==> config.mk <==
export PLATFORM = sky130hd
export DESIGN_NAME = score_text_render
export DESIGN_NICKNAME = d
export VERILOG_FILES = /design/src/rtl/score_text_pkg.sv /design/src/rtl/score_text_render_fsm.sv /design/src/rtl/score_text_render.sv
export SDC_FILE = /design/constraint.sdc
export NUM_CORES = 1
export LEC_CHECK = 0
export ABC_AREA = 0
export BUFFER_PORTS_ARGS = -buffer_cell sky130_fd_sc_hd__buf_2
export CAP_MARGIN = 20
export CORE_MARGIN = 2
export CORE_UTILIZATION = 41
export DETAILED_ROUTE_END_ITERATION = 7
export PLACE_DENSITY = 0.81
export SETUP_SLACK_MARGIN = 0.2
export SKIP_CTS_REPAIR_TIMING = 1
export SLEW_MARGIN = 20
export SYNTH_ARGS = -nofsm -noshare
export SYNTH_HDL_FRONTEND = slang
export SYNTH_SLANG_ARGS = --single-unit
==> constraint.sdc <==
create_clock -name clk -period 1.37 [get_ports clk]
set_input_delay 0.0685 -clock clk [delete_from_list [all_inputs] [get_ports clk]]
set_output_delay 0.0685 -clock clk [all_outputs]
set_load 0.01 [all_outputs]
==> src/rtl/score_text_pkg.sv <==
// Shared glyph constants, pipeline bundles and FSM state for
// the SCORE text overlay.
package score_text_pkg;

  localparam int GLYPH_W = 8;
  localparam int GLYPH_H = 16;
  localparam int ADDR_W  = 11;
  localparam int RGB_W   = 12;
  localparam int SLOT_W  = 7;
  localparam int ROW_W   = 4;

  typedef enum logic {
    IDLE,
    FLASH
  } flash_state_e;

  typedef struct packed {
    logic       in_box;
    logic [2:0] col;
    logic       video_on;
    logic       hsync;
    logic       vsync;
  } px_s1_t;

  typedef struct packed {
    logic text_on;
    logic video_on;
    logic hsync;
    logic vsync;
  } px_s2_t;

  function automatic logic [ADDR_W-1:0] pack_addr(
    input logic [SLOT_W-1:0] slot,
    input logic [ROW_W-1:0]  row
  );
    return {slot, row};
  endfunction

endpackage

==> src/rtl/score_text_render_fsm.sv <==
// Frame-counted blink control: flashes the word for a fixed
// number of frames after each score event.
module score_flash_fsm
  import score_text_pkg::*;
#(
  parameter int FLASH_FRAMES = 120,
  parameter int BLINK_LOG2   = 3
) (
  input  logic clk,
  input  logic reset_n,
  input  logic vsync_in,
  input  logic score_evt,
  output logic show,
  output logic flash_active
);

  flash_state_e state_q, state_d;
  logic [7:0]   cnt_q, cnt_d;
  logic         vs_prev_q, vs_prev_d;
  logic         tick;

  localparam logic [7:0] LAST = 8'(FLASH_FRAMES - 1);

  always_comb begin
    vs_prev_d    = vsync_in;
    tick         = vs_prev_q & ~vsync_in;
    state_d      = state_q;
    cnt_d        = cnt_q;
    show         = 1'b1;
    flash_active = 1'b0;
    unique case (state_q)
      IDLE: begin
        if (score_evt) begin
          state_d = FLASH;
          cnt_d   = '0;
        end
      end
      FLASH: begin
        show         = ~cnt_q[BLINK_LOG2];
        flash_active = 1'b1;
        // A new event restarts the flash even on a frame tick
        if (score_evt) begin
          cnt_d = '0;
        end else if (tick) begin
          if (cnt_q == LAST) begin
            state_d = IDLE;
            cnt_d   = '0;
          end else begin
            cnt_d = cnt_q + 8'd1;
          end
        end
      end
      default: state_d = IDLE;
    endcase
  end

  always_ff @(posedge clk) begin
    if (!reset_n) begin
      state_q   <= IDLE;
      cnt_q     <= '0;
      vs_prev_q <= 1'b1;
    end else begin
      state_q   <= state_d;
      cnt_q     <= cnt_d;
      vs_prev_q <= vs_prev_d;
    end
  end

endmodule

==> src/rtl/score_text_render.sv <==
// Maps VGA coordinates onto the SCORE text box, reads the glyph
// ROM and emits a 2-cycle aligned text mask, colour and syncs.
module score_text_render
  import score_text_pkg::*;
#(
  parameter int          TEXT_X       = 288,
  parameter int          TEXT_Y       = 16,
  parameter int          SCALE_LOG2   = 1,
  parameter int          FIRST_SLOT   = 3,
  parameter int          NUM_CHARS    = 5,
  parameter int          FLASH_FRAMES = 120,
  parameter int          BLINK_LOG2   = 3,
  parameter logic [11:0] TEXT_RGB     = 12'hFFF
) (
  input  logic              clk,
  input  logic              reset_n,
  input  logic              video_on,
  input  logic              hsync_in,
  input  logic              vsync_in,
  input  logic [9:0]        pix_x,
  input  logic [9:0]        pix_y,
  input  logic              score_evt,
  output logic [ADDR_W-1:0] rom_addr,
  input  logic [7:0]        rom_data,
  output logic              text_on,
  output logic [RGB_W-1:0]  rgb_out,
  output logic              hsync_out,
  output logic              vsync_out,
  output logic              video_on_out,
  output logic              flash_active
);

  localparam int BOX_W = (NUM_CHARS * GLYPH_W) << SCALE_LOG2;
  localparam int BOX_H = GLYPH_H << SCALE_LOG2;
  localparam logic [9:0] X0 = 10'(TEXT_X);
  localparam logic [9:0] X1 = 10'(TEXT_X + BOX_W);
  localparam logic [9:0] Y0 = 10'(TEXT_Y);
  localparam logic [9:0] Y1 = 10'(TEXT_Y + BOX_H);

  logic              in_box;
  logic [9:0]        dx, dy;
  logic [SLOT_W-1:0] slot;
  logic [ROW_W-1:0]  row;
  logic              show;
  logic              pix_bit;
  px_s1_t            s1_q, s1_d;
  px_s2_t            s2_q, s2_d;

  score_flash_fsm #(
    .FLASH_FRAMES(FLASH_FRAMES),
    .BLINK_LOG2  (BLINK_LOG2)
  ) u_fsm (
    .clk         (clk),
    .reset_n     (reset_n),
    .vsync_in    (vsync_in),
    .score_evt   (score_evt),
    .show        (show),
    .flash_active(flash_active)
  );

  always_comb begin
    in_box = video_on
           & (pix_x >= X0) & (pix_x < X1)
           & (pix_y >= Y0) & (pix_y < Y1);
    dx   = pix_x - X0;
    dy   = pix_y - Y0;
    slot = 7'(FIRST_SLOT)
         + 7'(dx >> (3 + SCALE_LOG2));
    row  = 4'(dy >> SCALE_LOG2);
    // Outside the box the subtraction may wrap, so force addr 0
    rom_addr = in_box ? pack_addr(slot, row) : '0;

    s1_d.in_box   = in_box;
    s1_d.col      = 3'(dx >> SCALE_LOG2);
    s1_d.video_on = video_on;
    s1_d.hsync    = hsync_in;
    s1_d.vsync    = vsync_in;

    pix_bit = rom_data[3'd7 - s1_q.col];

    s2_d.text_on  = s1_q.in_box & pix_bit & show;
    s2_d.video_on = s1_q.video_on;
    s2_d.hsync    = s1_q.hsync;
    s2_d.vsync    = s1_q.vsync;
  end

  always_ff @(posedge clk) begin
    if (!reset_n) begin
      s1_q <= '{in_box: 1'b0, col: 3'd0, video_on: 1'b0,
                hsync: 1'b1, vsync: 1'b1};
      s2_q <= '{text_on: 1'b0, video_on: 1'b0,
                hsync: 1'b1, vsync: 1'b1};
    end else begin
      s1_q <= s1_d;
      s2_q <= s2_d;
    end
  end

  assign text_on      = s2_q.text_on;
  assign rgb_out      = s2_q.text_on ? TEXT_RGB : '0;
  assign hsync_out    = s2_q.hsync;
  assign vsync_out    = s2_q.vsync;
  assign video_on_out = s2_q.video_on;

endmodule

# Word level (Yosys, flattened, before mapping)
# Cells that the tools add are included.
dict set report totals {
  elab_cells 51
  inputBits 34
  out_inout_bits 28
  regBits 20
}
dict set report classes {
  add_sub_neg 5
  eq_ne 3
  muxes 16
  n_bitwise 10
  magnitude_cmp 5
  reduce_logical 1
}
# op count
set ops {}
lappend ops {{8-bit 2-to-1 mux} 4}
lappend ops {{8-bit case mux with 2 select lines} 1}
lappend ops {{12-bit 2-to-1 mux} 1}
lappend ops {{11-bit 2-to-1 mux} 1}
lappend ops {{10-bit by 5-bit greater-or-equal comparator with 1-bit output, second input constant} 1}
lappend ops {{10-bit by 9-bit greater-or-equal comparator with 1-bit output, second input constant} 1}
lappend ops {{10-bit by 6-bit less-than comparator with 1-bit output, second input constant} 1}
lappend ops {{10-bit by 9-bit less-than comparator with 1-bit output, second input constant} 1}
lappend ops {{10-bit by 9-bit subtractor with 10-bit output, second input constant} 1}
lappend ops {{8-bit by 1-bit adder with 8-bit output, second input constant} 1}
lappend ops {{8-bit by 7-bit equality test with 1-bit output, second input constant} 1}
lappend ops {{2-bit by 6-bit adder with 7-bit output, first input constant} 1}
lappend ops {{1-bit AND} 7}
lappend ops {{1-bit 2-to-1 mux} 7}
lappend ops {{5-bit subtractor, second input constant} 1}
lappend ops {{3-bit by 4-bit less-than comparator with 1-bit output, second input constant} 1}
lappend ops {{1-bit binary-select mux with 3-bit select} 1}
lappend ops {{3-bit != test, second input constant} 1}
lappend ops {{1-bit NOT} 3}
lappend ops {{3-bit subtractor, first input constant} 1}
lappend ops {{2-bit != test, second input constant} 1}
lappend ops {{1-bit case mux with 2 select lines} 1}
lappend ops {{2-bit AND reduction} 1}

# Logic depth before layout (Yosys ltp)
dict set report depth {
  ltp_word 6
  ltp_mapped 6
  ltp_nobuf 6
}

# By module
# A second synthesis with hierarchy kept.
dict set report hier_totals {
  cells_unflattened 146
  hier_area_um2 1263.7
}
# module area_per_inst_um2 seq_area_each_um2 instances cells_per_inst
set by_module_without_submodules {}
lappend by_module_without_submodules {score_text_render 758.2 220.2 1 85}
lappend by_module_without_submodules {score_flash_fsm 505.5 200.2 1 61}

# Worst setup path before layout
# OpenSTA, ideal clock, no wires.
dict set report synth_timing {
  path_kind {reg2reg}
  startpoint {register u_fsm.cnt_q[0]}
  endpoint {register u_fsm.cnt_q[4]}
  stages_incl_launch_ff 6
  arrival_ps 1326
  path_slack_ps -72
  t_required_ps 1254
  synth_period_minus_slack_ps 1442
  path_cell_list {dfxtp_1 -> ha_1 -> nand2_1 -> o41a_1 -> and2_1 -> o211a_1}
}
dict set report synth_via {
  elab_chain_cells 5
}
# element line_no
set synth_rtl {}
lappend synth_rtl {{start: declaration} score_text_render_fsm.sv:18} ;# logic [7:0] cnt_q, cnt_d;
lappend synth_rtl {{start signal: assignment} score_text_render_fsm.sv:64} ;# cnt_q <= cnt_d;
lappend synth_rtl {{8-bit by 1-bit adder with 8-bit output / 8-bit by 7-bit equality test with 1-bit output (equally long branches)} {score_text_render_fsm.sv:49, score_text_render_fsm.sv:45}}
lappend synth_rtl {{8-bit 2-to-1 mux (*)} score_text_render_fsm.sv:45} ;# if (cnt_q == LAST) begin
lappend synth_rtl {{8-bit 2-to-1 mux (*)} score_text_render_fsm.sv:44} ;# end else if (tick) begin
lappend synth_rtl {{8-bit 2-to-1 mux (*)} score_text_render_fsm.sv:42} ;# if (score_evt) begin
lappend synth_rtl {{8-bit case mux with 2 select lines (*)} score_text_render_fsm.sv:31} ;# unique case (state_q)
# Mark *: on every way between the ends. The rest lies on a longest branch, timed or not. The select of a mux whose other input is x is not followed.
# A chain may end at the register's enable or synchronous reset.

# Worst setup path after layout
dict set report layout_timing {
  startpoint {input pix_x[3]}
  endpoint {output rom_addr[0]}
}
dict set report layout_via {
  elab_chain_cells 6
}
# element line_no
set layout_rtl {}
lappend layout_rtl {{start: declaration} score_text_render.sv:20} ;# input logic [9:0] pix_x,
lappend layout_rtl {{10-bit by 9-bit greater-or-equal comparator with 1-bit output} score_text_render.sv:63} ;# & (pix_x >= X0) & (pix_x < X1)
lappend layout_rtl {{1-bit AND} score_text_render.sv:63}
lappend layout_rtl {{1-bit AND (*)} score_text_render.sv:63}
lappend layout_rtl {{1-bit AND (*) (2 in series)} score_text_render.sv:64} ;# & (pix_y >= Y0) & (pix_y < Y1);
lappend layout_rtl {{11-bit 2-to-1 mux (*)} score_text_render.sv:71} ;# rom_addr = in_box ? pack_addr(slot, row) : '0;
lappend layout_rtl {{end: declaration} score_text_render.sv:23} ;# output logic [ADDR_W-1:0] rom_addr,
# Mark *: on every way between the ends. The rest lies on a longest branch, timed or not.

==> qor.csv <==
stage,metric,value,unit
run_status,status,"finished, violations left",
run_status,violations in the final reports,"design-rule violations, negative setup slack",
place,sum of net half-perimeters after detailed placement,2620,um
drt,drt first pass iters,6,
timing,Layout Skew,8.15,ps
timing,transition time of the tightest slew-check pin,441,ps
grt,vias in the first global route,1243,
yosys,"FFs w/ async S/R, synth",0,%
yosys,Most used DFF post-synth,dfxtp_1,
yosys,top area cells in the synthesized netlist,"dfxtp_1 32%, buf_4 7.3%, ha_1 7.1%",
yosys,Syn Inst Count,138,
grt,overall fraction of global-route tracks in use,19.8,%
min_path,class of the worst hold path,in2reg,
place,worst slack at placement,-318,ps
worst_setup_path,max incr delay on CP,490,ps
floorplanning,core region area,0.00281,mm^2
worst_setup_path,"setup slack, reg-to-reg",-130,ps
cts,# clock sinks,20,
pwr,fraction of power spent switching nets,27.3,%
worst_setup_path,Crit path arrival time,1480,ps
worst_setup_path,startpoint type of the worst setup path,input pin,
drt,number of DRC violations after detailed-routing iteration 0,39,
pwr,total power per unit cell area,605,mW/mm^2
timing,Sum Neg Setup Slack,-2120,ps
pwr,total leakage power,0.00100,uW
pwr,total power,1290,uW
grt,largest net degree at the start of global routing,14,
cts,clock latency at the later pin of the worst-skew pair,310,ps
cts,clock tree from TritonCTS,built,
yosys,Synth Cell Area,0.00124,mm^2
timing,slew margin rel.,70.3,%
floorplanning,effective utilization at floorplan,44.1,%
timing,crit path time final,1550,ps
yosys,warning count from the yosys run,0,
layout,post-route design area,0.00213,mm^2
timing,Final Setup Violations,16,
timing,worst hold slack,22.2,ps
worst_setup_path,CP required,1300,ps
yosys,"Net Count, Synth",179,
drt,routed vias/inst,5.31,
pwr,Internal Pwr Total,939,uW
job,max_cap viols,0,
drt,drt total wl,3880,um
layout,diodes inserted,0,
layout,share of cells above drive strength 1,62.2,%
cts,clock buffers created by TritonCTS,3,
place,final RePlAce weighted congestion,0.854,
layout,count of filler cells inserted in the layout,174,
timing,RSZ-0062 raised after global routing,yes,
worst_setup_path,library cell contributing the largest single delay on the critical path,a2111o_1,
cts,maximum level of the CTS H-tree,1,
timing,number of hold-slack violations in the final timing report,0,
worst_setup_path,Critical Path End Type,output pin,
place,post-placement cell area,0.00180,mm^2
yosys,library cells used by synthesis,40,
yosys,proportion of netlist area held by the largest area contributor,32.4,%
pwr,maximum resistive drop on vdd,406,uV
drt,DR WL/cell,15.3,um
yosys,post-synthesis sequential element count,20,
drt,DR DRC count,5,
cts,Max Root-Sink Buffers,2,
layout,number of nets in the layout,264,
yosys,mean instance size in the synthesized netlist,8.97,um^2
floorplanning,DIE AREA,0.00347,mm^2
floorplanning,total number of placement rows,19,
floorplanning,vertical extent of the die,58.9,um
pwr,sw power,353,uW
pwr,power share of the clock group,27.0,%
pwr,Reg power frac,46.9,%
cts,Root Buffer,clkbuf_4,
timing,share of the cycle needed by the critical path after routing,113,%
cts,clock input transition at the sequential cells of the worst setup and hold paths,110,ps
grt,first-pass GRT wire length,5220,um
worst_setup_path,largest fanout of any net on the critical path,8,
pwr,relative contribution of combinational cells to total power,26.1,%
timing,top achievable clock speed,644,MHz
layout,Area growth syn-to-layout,72.4,%
drt,routed via count,1344,
worst_setup_path,critical path class,in2out,
floorplanning,Die Wd,58.9,um
yosys,number of synthesized flops with an enable pin,0,
grt,initial antenna violation count,0,
grt,total global routing overflow,0,
timing,post-route setup slack,-183,ps
place,number of port buffers,60,
drt,ANT nets after route,0,
worst_setup_path,series of cell instances along the critical path,buf_8 -> nor4_4 -> a211oi_2 -> a2111o_1 -> buf_12 -> nor2_4 -> buf_6,
timing,max-slew violation count,0,
yosys,library cell with the largest summed area after synthesis,dfxtp_1,
floorplanning,boundary pin count,62,
yosys,sequential area share after synthesis,32.4,%
-- registers in the layout (all words and copies together), names as in the netlist --
name / cells
hsync_out: 1
s1_q: 6
text_on: 1
u_fsm.cnt_q: 8
u_fsm.state_q: 1
u_fsm.vs_prev_q: 1
video_on_out: 1
vsync_out: 1
-- layout make-up --
type	instances	area (um^2)	share of cell area (%)
inverters	10	37.5	1.76
well taps	31	38.8	1.82
repair buffers	95	662	31.0
flip-flops and latches	20	408	19.1
multi-input cells	93	951	44.6
clock buffers	4	36.3	1.70
-- cell families after synthesis --
family          after synthesis  share of synthesized area, %
compound gates               21                          13.8
mux                           4                          5.26
buf+inv                      25                          11.3
xor+xnor                      8                          6.88
simple gates                 53                          23.4
fa+ha+maj                     7                          7.08
flops                        20                          32.4
-- worst paths after layout --
check | end | depth (start not counted) | from
setup / recovery | rom_addr[0] | 7 | pix_x[3]
hold / removal | s1_q[2] | 2 | video_on
setup reg to reg | u_fsm.cnt_q[4] | 5 | u_fsm.cnt_q[1]
hold reg to reg | hsync_out | 1 | s1_q[1]
-- cells in the mapped netlist, types with 2 or more instances --
library cell	n
nor4_1	5
inv_1	10
nand2_1	8
or2_2	2
a21oi_1	3
and3_1	3
a211oi_1	2
buf_4	12
dfxtp_1	20
a31oi_1	3
mux4_2	2
mux2i_1	2
nor3_1	3
clkbuf_1	2
o211ai_1	2
o211a_1	3
xnor2_1	6
ha_1	7
and2_1	7
nand2b_1	3
nor2_1	14
-- worst max-delay path: cells and delay by family --
| family | cells | cell delay, ps |
|---|---|---|
| compound gates | 2 | 600 |
| buf+inv | 3 | 410 |
| simple gates | 2 | 390 |
-- power by group through the flow --
stage | Combinational [uW] | Clock (uW) | Sequential [uW]
final | 337 | 349 | 606
after global routing | 358 | 388 | 608
after detailed placement | 267 | 0 | 619
after global placement | 259 | 0 | 617
after floorplan | 131 | 0 | 622
after CTS | 268 | 346 | 606
-- metrics by stage --
| stage | cells | utilization, % |
|---|---|---|
| finish | 253 | 76.0 |
| global route | 253 | 76.0 |
| CTS | 245 | 65.3 |
| detailed placement | 241 | 64.0 |
| global placement | 241 | 64.0 |
| floorplan | 138 | - |
-- per-layer routing --
metal	wire (um)	track usage (%)	part of all wire, %	vias to the layer above
met3	219	2.64	5.6	12
met4	143	7.79	3.7	0
met2	2040	36.7	53	61
li1	-	-	-	638
met1	1480	22.7	38	633
met5	0	0	0	-
-- cell usage in the layout, fill, tap and decap left out, types with 2 or more instances in the layout --
| cell | netlist | layout |
|---|---|---|
| a21oi_1 | 3 | 2 |
| a31oi_1 | 3 | 3 |
| and2_1 | 7 | 7 |
| and3_1 | 3 | 2 |
| buf_2 | 1 | 50 |
| buf_4 | 12 | 27 |
| buf_6 | 0 | 11 |
| clkbuf_4 | 0 | 3 |
| dfxtp_1 | 20 | 14 |
| dfxtp_2 | 0 | 6 |
| dlygate4sd3_1 | 0 | 5 |
| ha_1 | 7 | 2 |
| ha_2 | 0 | 2 |
| ha_4 | 0 | 3 |
| inv_1 | 10 | 9 |
| mux2i_1 | 2 | 2 |
| mux4_2 | 2 | 2 |
| nand2_1 | 8 | 5 |
| nand2_2 | 0 | 2 |
| nand2b_1 | 3 | 3 |
| nor2_1 | 14 | 5 |
| nor2_4 | 0 | 9 |
| nor3_1 | 3 | 3 |
| nor4_4 | 0 | 5 |
| o211a_1 | 3 | 3 |
| o211ai_1 | 2 | 2 |
| xnor2_1 | 6 | 4 |
Note: power is estimated with default switching activity, not from simulation.
